[config.mk]
export PLATFORM = sky130hd
export DESIGN_NAME = vga_timing_gen
export DESIGN_NICKNAME = d
export VERILOG_FILES = /design/src/rtl/vga_timing_gen.sv
export SDC_FILE = /design/constraint.sdc
export NUM_CORES = 1
export LEC_CHECK = 0
export BUFFER_PORTS_ARGS = -buffer_cell sky130_fd_sc_hd__buf_2
export CAP_MARGIN = 20
export CORE_MARGIN = 1
export CORE_UTILIZATION = 50
export CTS_CLUSTER_SIZE = 30
export DETAILED_ROUTE_END_ITERATION = 12
export PLACE_DENSITY = 0.72
export SLEW_MARGIN = 30
export SYNTH_ARGS = -nofsm -noshare
export SYNTH_HDL_FRONTEND = slang
export SYNTH_SLANG_ARGS = --single-unit
[constraint.sdc]
create_clock -name clk_i -period 2.1 [get_ports clk_i]
set_input_delay 0 -clock clk_i [delete_from_list [all_inputs] [get_ports clk_i]]
set_output_delay 0 -clock clk_i [all_outputs]
set_load 0.01 [all_outputs]
[src/rtl/vga_timing_gen.sv]
// Video timing generator: walks the raster and emits pixel coordinates, display enable,
// line/frame start pulses, and hsync/vsync/de delayed by SYNC_DELAY updates.
// Latency: one clk from pix_en_i to x_o/y_o, plus SYNC_DELAY updates for hsync_o/vsync_o/de_o.
// Backpressure: none; pix_en_i low freezes counters and level outputs, and pulses drop to 0.
//
// Ports:
//   clk_i, rst_ni     clock, asynchronous active-low reset
//   pix_en_i          one raster step per cycle where high
//   x_o, y_o          raw raster counters of the current pixel (run past the active area)
//   display_enable_o  current pixel is visible
//   line_start_o      1-clk pulse when x_o moved to 0
//   frame_start_o     1-clk pulse when (x_o, y_o) moved to (0, 0)
//   hsync_o, vsync_o  delayed syncs at HSYNC_POL / VSYNC_POL asserted level
//   de_o              delayed display enable for the physical port
module vga_timing_gen #(
  parameter int H_ACTIVE   = 640,
  parameter int H_FP       = 16,
  parameter int H_SYNC     = 96,
  parameter int H_BP       = 48,
  parameter int V_ACTIVE   = 480,
  parameter int V_FP       = 10,
  parameter int V_SYNC     = 2,
  parameter int V_BP       = 33,
  parameter bit HSYNC_POL  = 1'b0,
  parameter bit VSYNC_POL  = 1'b0,
  parameter int SYNC_DELAY = 1,
  parameter int COORD_W    = 10
) (
  input  logic               clk_i,
  input  logic               rst_ni,
  input  logic               pix_en_i,
  output logic [COORD_W-1:0] x_o,
  output logic [COORD_W-1:0] y_o,
  output logic               display_enable_o,
  output logic               line_start_o,
  output logic               frame_start_o,
  output logic               hsync_o,
  output logic               vsync_o,
  output logic               de_o
);

  localparam int H_TOTAL = H_ACTIVE + H_FP + H_SYNC + H_BP;
  localparam int V_TOTAL = V_ACTIVE + V_FP + V_SYNC + V_BP;

  localparam logic [COORD_W-1:0] H_LAST   = COORD_W'(H_TOTAL - 1);
  localparam logic [COORD_W-1:0] V_LAST   = COORD_W'(V_TOTAL - 1);
  localparam logic [COORD_W-1:0] H_ACT    = COORD_W'(H_ACTIVE);
  localparam logic [COORD_W-1:0] V_ACT    = COORD_W'(V_ACTIVE);
  localparam logic [COORD_W-1:0] HS_START = COORD_W'(H_ACTIVE + H_FP);
  localparam logic [COORD_W-1:0] HS_END   = COORD_W'(H_ACTIVE + H_FP + H_SYNC);
  localparam logic [COORD_W-1:0] VS_START = COORD_W'(V_ACTIVE + V_FP);
  localparam logic [COORD_W-1:0] VS_END   = COORD_W'(V_ACTIVE + V_FP + V_SYNC);

  // Sync bundle order: {hsync, vsync, de}; idle is both syncs deasserted, de low.
  localparam logic [2:0] SYNC_IDLE = {~HSYNC_POL, ~VSYNC_POL, 1'b0};

  logic [COORD_W-1:0] r_h_cnt, r_v_cnt;
  logic [COORD_W-1:0] r_x, r_y;
  logic               r_de, r_ls, r_fs, r_hs, r_vs;

  logic w_h_last, w_v_last, w_de, w_hs_act, w_vs_act, w_hs, w_vs;
  logic [2:0] w_sync_now, w_sync_dly;

  assign w_h_last = (r_h_cnt == H_LAST);
  assign w_v_last = (r_v_cnt == V_LAST);
  assign w_de     = (r_h_cnt < H_ACT) && (r_v_cnt < V_ACT);
  assign w_hs_act = (r_h_cnt >= HS_START) && (r_h_cnt < HS_END);
  assign w_vs_act = (r_v_cnt >= VS_START) && (r_v_cnt < VS_END);
  assign w_hs     = w_hs_act ? HSYNC_POL : ~HSYNC_POL;
  assign w_vs     = w_vs_act ? VSYNC_POL : ~VSYNC_POL;

  always_ff @(posedge clk_i or negedge rst_ni) begin
    if (!rst_ni) begin
      r_h_cnt <= '0;
      r_v_cnt <= '0;
      r_x     <= '0;
      r_y     <= '0;
      r_de    <= 1'b0;
      r_ls    <= 1'b0;
      r_fs    <= 1'b0;
      r_hs    <= ~HSYNC_POL;
      r_vs    <= ~VSYNC_POL;
    end else if (pix_en_i) begin
      // Outputs describe the pixel the counters point at before they advance.
      r_x  <= r_h_cnt;
      r_y  <= r_v_cnt;
      r_de <= w_de;
      r_ls <= (r_h_cnt == '0);
      r_fs <= (r_h_cnt == '0) && (r_v_cnt == '0);
      r_hs <= w_hs;
      r_vs <= w_vs;
      if (w_h_last) begin
        r_h_cnt <= '0;
        r_v_cnt <= w_v_last ? '0 : r_v_cnt + COORD_W'(1);
      end else begin
        r_h_cnt <= r_h_cnt + COORD_W'(1);
      end
    end else begin
      r_ls <= 1'b0;
      r_fs <= 1'b0;
    end
  end

  assign w_sync_now = {r_hs, r_vs, r_de};

  // Stage 0 captures the bundle as it stood before this update, so after
  // update k stage N-1 holds the values of pixel k-N.
  generate
    if (SYNC_DELAY == 0) begin : g_nodly
      assign w_sync_dly = w_sync_now;
    end else begin : g_dly
      logic [2:0] r_dly [SYNC_DELAY];
      always_ff @(posedge clk_i or negedge rst_ni) begin
        if (!rst_ni) begin
          for (int i = 0; i < SYNC_DELAY; i++) r_dly[i] <= SYNC_IDLE;
        end else if (pix_en_i) begin
          r_dly[0] <= w_sync_now;
          for (int i = 1; i < SYNC_DELAY; i++) r_dly[i] <= r_dly[i-1];
        end
      end
      assign w_sync_dly = r_dly[SYNC_DELAY-1];
    end
  endgenerate

  assign x_o              = r_x;
  assign y_o              = r_y;
  assign display_enable_o = r_de;
  assign line_start_o     = r_ls;
  assign frame_start_o    = r_fs;
  assign hsync_o          = w_sync_dly[2];
  assign vsync_o          = w_sync_dly[1];
  assign de_o             = w_sync_dly[0];

endmodule

* After elaboration in Yosys (flattened, before gate mapping)
Cells that the tools add are included.
** Word-level totals
- Flip-flop bits (word level) :: 48
- Input bits :: 3
- Output and inout port bits :: 26
- Word-level logic and storage cells :: 33
** Operators by class
- $add $sub $neg :: 2
- $lt $le $gt $ge :: 6
- Equal/unequal tests :: 2
- Mux-type cells :: 6
- Reduce and logical (&&, ||, !) cells :: 7
** Operators by type and width (number)
- $add A10 B1 Y10 const B :: 2
- $eq A10 B10 Y1 const B :: 2
- $logic_not A10 Y1 :: 2
- $lt A10 B10 Y1 const B :: 2
- $lt A10 B9 Y1 const B :: 2
- $mux W10 :: 2
- $ge A10 B10 Y1 const B :: 1
- $ge A10 B9 Y1 const B :: 1
- $logic_and A1 B1 Y1 :: 4
- $mux W1 :: 4
- $reduce_and A2 Y1 :: 1

* Longest topological paths before layout
- Depth in word-level cells :: 3
- Gate-level depth with buffers :: 7

* Worst setup path after synthesis
Ideal clock, no wire load.
- Kind :: flip-flop to flip-flop
- From :: reg r_h_cnt[0]
- To :: reg r_v_cnt[8]
- Arrival :: 1.427 ns
- Data required time :: 1.972 ns
- Setup slack :: 0.545 ns
- Stages on the path, launching flop included :: 7
- Path buffers :: 1
- Clock period less this slack :: 1.555 ns
- Cells stage by stage :: dfrtp_1 > ha_1 > and4_1 > buf_4 > nand4_1 > nor2_1 > mux2_1
** Between the ends
- Word-level cells in the longest chain between the ends :: 2
** Ends and longest elaborated chain
- from (decl) :: RTL line 57 : logic [COORD_W-1:0] r_h_cnt, r_v_cnt;
- from (signal assigned) :: RTL line 96 : r_h_cnt <= r_h_cnt + COORD_W'(1);
- $eq A10 B10 Y1 :: RTL line 64 : assign w_h_last = (r_h_cnt == H_LAST);
- $reduce_and A2 Y1 (no source line)
- to (signal assigned) :: RTL line 94 : r_v_cnt <= w_v_last ? '0 : r_v_cnt + COORD_W'(1);
- to (decl) :: RTL line 57
Every way passes these cells.
A chain may end at the register's enable or synchronous reset.

* Worst setup path in the final report
- From :: reg r_h_cnt[1]
- To :: reg r_v_cnt[8]
Same word-level chain as after synthesis.

==> run_results.csv <==
group,metric,value,unit
floorplanning,start_util,53.2,%
place,place_inst,248,
global_routing,grt_first_pass_wirelength,7000,µm
floorplanning,die_w,68.2,µm
power_and_ir_drop,irDropWorstVdd,441,µV
routing,drt_wl_total,4070,µm
global_routing,grt_remaining_overflow,0,
power_and_ir_drop,p_leak,1.22,nW
cts,tritoncts_num_sinks,48,
layout,drive_above_1_share,34.3,%
routing,number_of_design_rule_violations_left_after_detail_routing,0,
place,post-dp-hpwl,2830,µm
cts,cts.reportedPaths.clkPinSlew,80,ps
logic_synthesis,count_of_synthesis_stage_warnings_from_yosys,0,
sta,maxSlewHeadroom,59.3,%
global_routing,vias_in_the_first_global_route,1474,
routing,met3RoutedLength,121,µm
place,port-buffer-count,28,
sta,finalHoldViolCount,0,
logic_synthesis,synth_most_common_cell,"sky130_fd_sc_hd__dfrtp_1",
floorplanning,core_area,4120,µm²
power_and_ir_drop,power.density_cell_area,833,nW/µm²
layout,antenna-diode-count,0,
worst_setup_path,crit_type,"reg -> reg",
floorplanning,site_rows,23,
cts,cts_max_level,2,
sta,total_of_endpoints_with_negative_setup_slack_in_the_final_report,0,
worst_setup_path,cp.required,2280,ps
routing,met2_wirelength,1920,µm
sta,worst_slack,250,ps
routing,dr.pass1.iters,4,
run,maxCapViolCount,0,
sta,clock-skew-final,4.26,ps
logic_synthesis,syn_avg_cell_area,12.5,µm²
routing,drt_iter0_drc,78,
layout,layout.filler_cells,336,
cts,inserted_clock_buffers,5,
logic_synthesis,synth_edf_count,0,
cts,ctsRootBufferMaster,"sky130_fd_sc_hd__clkbuf_8",
routing,antenna_nets_post_route,0,
floorplanning,dieHeight,68.2,µm
layout,flow.area_growth_from_synthesis,12.1,%
logic_synthesis,synth-seq-area-share,55.1,%
worst_setup_path,critPathMaxFanout,7,
place,gp_congestion,0.881,
logic_synthesis,synth_largest_type_area_fraction,50.3,%
logic_synthesis,synth.ff_latch_count,48,
logic_synthesis,synth_top_cells_by_area,"sky130_fd_sc_hd__dfrtp_1 50%, sky130_fd_sc_hd__mux2_2 13%, sky130_fd_sc_hd__dfstp_2 4.8%, sky130_fd_sc_hd__and3_1 2.3%, sky130_fd_sc_hd__ha_1 2.3%",
floorplanning,boundaryPins,29,
routing,avgViaCountPerCell,5.82,
run_status,run_status,"finished, final reports clean",
logic_synthesis,post_synth_instance_area,2190,µm²
routing,m1WireLength,1920,µm
routing,via_count,1497,
floorplanning,die-area,4650,µm²
layout,final_cell_count_no_fill,257,
sta,sum_of_negative_setup_slack,0,ps
cts,tritoncts,"done",
sta,worst_margin_pin_slew,610,ps
worst_setup_path,setup.worst_path.end_class,"flop",
place,pre_cts_ws,331,ps
global_routing,grt_antenna_before_repair,0,
worst_setup_path,cp.arrival,2030,ps
sta,achievable-frequency,541,MHz
sta,final.hold.worst_slack,127,ps
logic_synthesis,ys_dominant_reg_cell,"sky130_fd_sc_hd__dfrtp_1",
sta,slew_violations,0,
sta,post-route-min-period,1850,ps
logic_synthesis,postSynth.asyncResetShare,100,%
logic_synthesis,synth_fp_nets,182,
global_routing,grt_usage,20.7,%
logic_synthesis,synthDistinctLibCells,38,
logic_synthesis,postSynthCellCount,175,
logic_synthesis,synth_top_cells_by_count,"44 x sky130_fd_sc_hd__dfrtp_1, 25 x sky130_fd_sc_hd__mux2_2, 12 x sky130_fd_sc_hd__nor2_1, 8 x sky130_fd_sc_hd__and3_1",
routing,route.top_layer_used,"met4",
worst_hold_path,hold_path_class,"in -> reg",
sta,grt_setup_unrepaired,"no",
layout,finish.net_count,213,
cts,worstSkewPairLatency,290,ps
sta,final_min_period_over_clock_period,88.1,%
cts,post_cts_buffers,0,
routing,wire_per_inst,15.8,µm
cts,number_of_buffers_between_clock_root_and_the_deepest_sink,2,
global_routing,pin_count_of_the_biggest_net_entering_global_routing,29,
logic_synthesis,cell_taking_the_most_area_after_synthesis,"sky130_fd_sc_hd__dfrtp_1",
worst_setup_path,timing.critical_path.from_type,"flop",
==> repair_timing <==
action,in CTS,in global routing
resized for setup,0,0
endpoints found under the hold margin,24,0
hold buffers,1,0
==> flip-flops by register name, summed over array words and instances, names as in the netlist <==
name              flops
y_o                  10
g_dly.r_dly           3
r_v_cnt              10
x_o                  10
frame_start_o         1
display_enable_o      1
r_vs                  1
line_start_o          1
r_hs                  1
r_h_cnt              10
==> cells in the final DEF, fill, tap and decap left out, types with 5 or more instances in the layout <==
cell / instances
sky130_fd_sc_hd__inv_1: 5
sky130_fd_sc_hd__and3_1: 8
sky130_fd_sc_hd__nand2_1: 7
sky130_fd_sc_hd__dfrtp_1: 44
sky130_fd_sc_hd__nor2_1: 12
sky130_fd_sc_hd__xnor2_1: 5
sky130_fd_sc_hd__mux2_2: 25
sky130_fd_sc_hd__o21ai_0: 5
sky130_fd_sc_hd__buf_2: 28
sky130_fd_sc_hd__nand3_1: 7
sky130_fd_sc_hd__clkbuf_8: 6
==> final cells by class <==
type / count / area [µm²] / share of cell area, %
flip-flops and latches: 48 / 1210 / 49.1
multi-input cells: 114 / 906 / 36.9
repair buffers: 32 / 173 / 7.03
clock buffers: 8 / 90.1 / 3.67
well taps: 50 / 62.6 / 2.55
inverters: 5 / 18.8 / 0.764
==> kinds of logic (layout without fill, tap and decap cells) <==
logic type / Yosys count / after routing / synth area share [%]
simple gates: 57 / 57 / 16.2
compound gates: 16 / 16 / 4.63
buf+inv: 13 / 45 / 3.60
fa+ha+maj: 4 / 4 / 2.28
xor+xnor: 9 / 9 / 3.94
mux: 28 / 28 / 14.3
flops: 48 / 48 / 55.1
==> worst max-delay path, cell delays in order (launching register included) <==
cell and delay, ps:
sky130_fd_sc_hd__dfrtp_1 400, sky130_fd_sc_hd__ha_1 230, sky130_fd_sc_hd__and4_1 390, sky130_fd_sc_hd__nand4_1 200, sky130_fd_sc_hd__nor2_1 170, sky130_fd_sc_hd__mux2_1 340
==> per-layer routing <==
metal,vias to the layer above,global-route usage [%]
li1,690,-
met1,761,28.6
met2,34,30.6
met3,12,4.17
met4,0,10.9
met5,-,0
==> report_power, final <==
part	internal, W	switching [W]	total [W]
clock network	0.000269	0.000281	0.000550
logic	0.000159	0.000184	0.000342
registers	0.00103	0.000118	0.00115
total	0.00146	0.000583	0.00205
==> through the flow <==
stage | total power [W] | instance area (µm²) | utilization, %
2_1_floorplan | 0.00136 | 2190 | -
3_3_place_gp | 0.00149 | 2360 | 57.3
3_5_place_dp | 0.00151 | 2360 | 57.3
4_1_cts | 0.00206 | 2460 | 59.7
5_1_grt | 0.00215 | 2460 | 59.7
6_report | 0.00205 | 2460 | 59.7
==> path summary, 6_finish.rpt <==
check	endpoint	from	slack (ps)	depth (start not counted)
worst max-delay path	r_v_cnt[8]	r_h_cnt[1]	250	5
max in group asynchronous	r_vs	rst_ni	1190	3
worst max register to register	r_v_cnt[8]	r_h_cnt[1]	250	5
worst min register to register	r_hs	r_hs	490	2
min in group asynchronous	r_v_cnt[4]	rst_ni	250	2
worst min-delay path	r_vs	pix_en_i	130	3
Note: power is estimated with default switching activity, not from simulation.
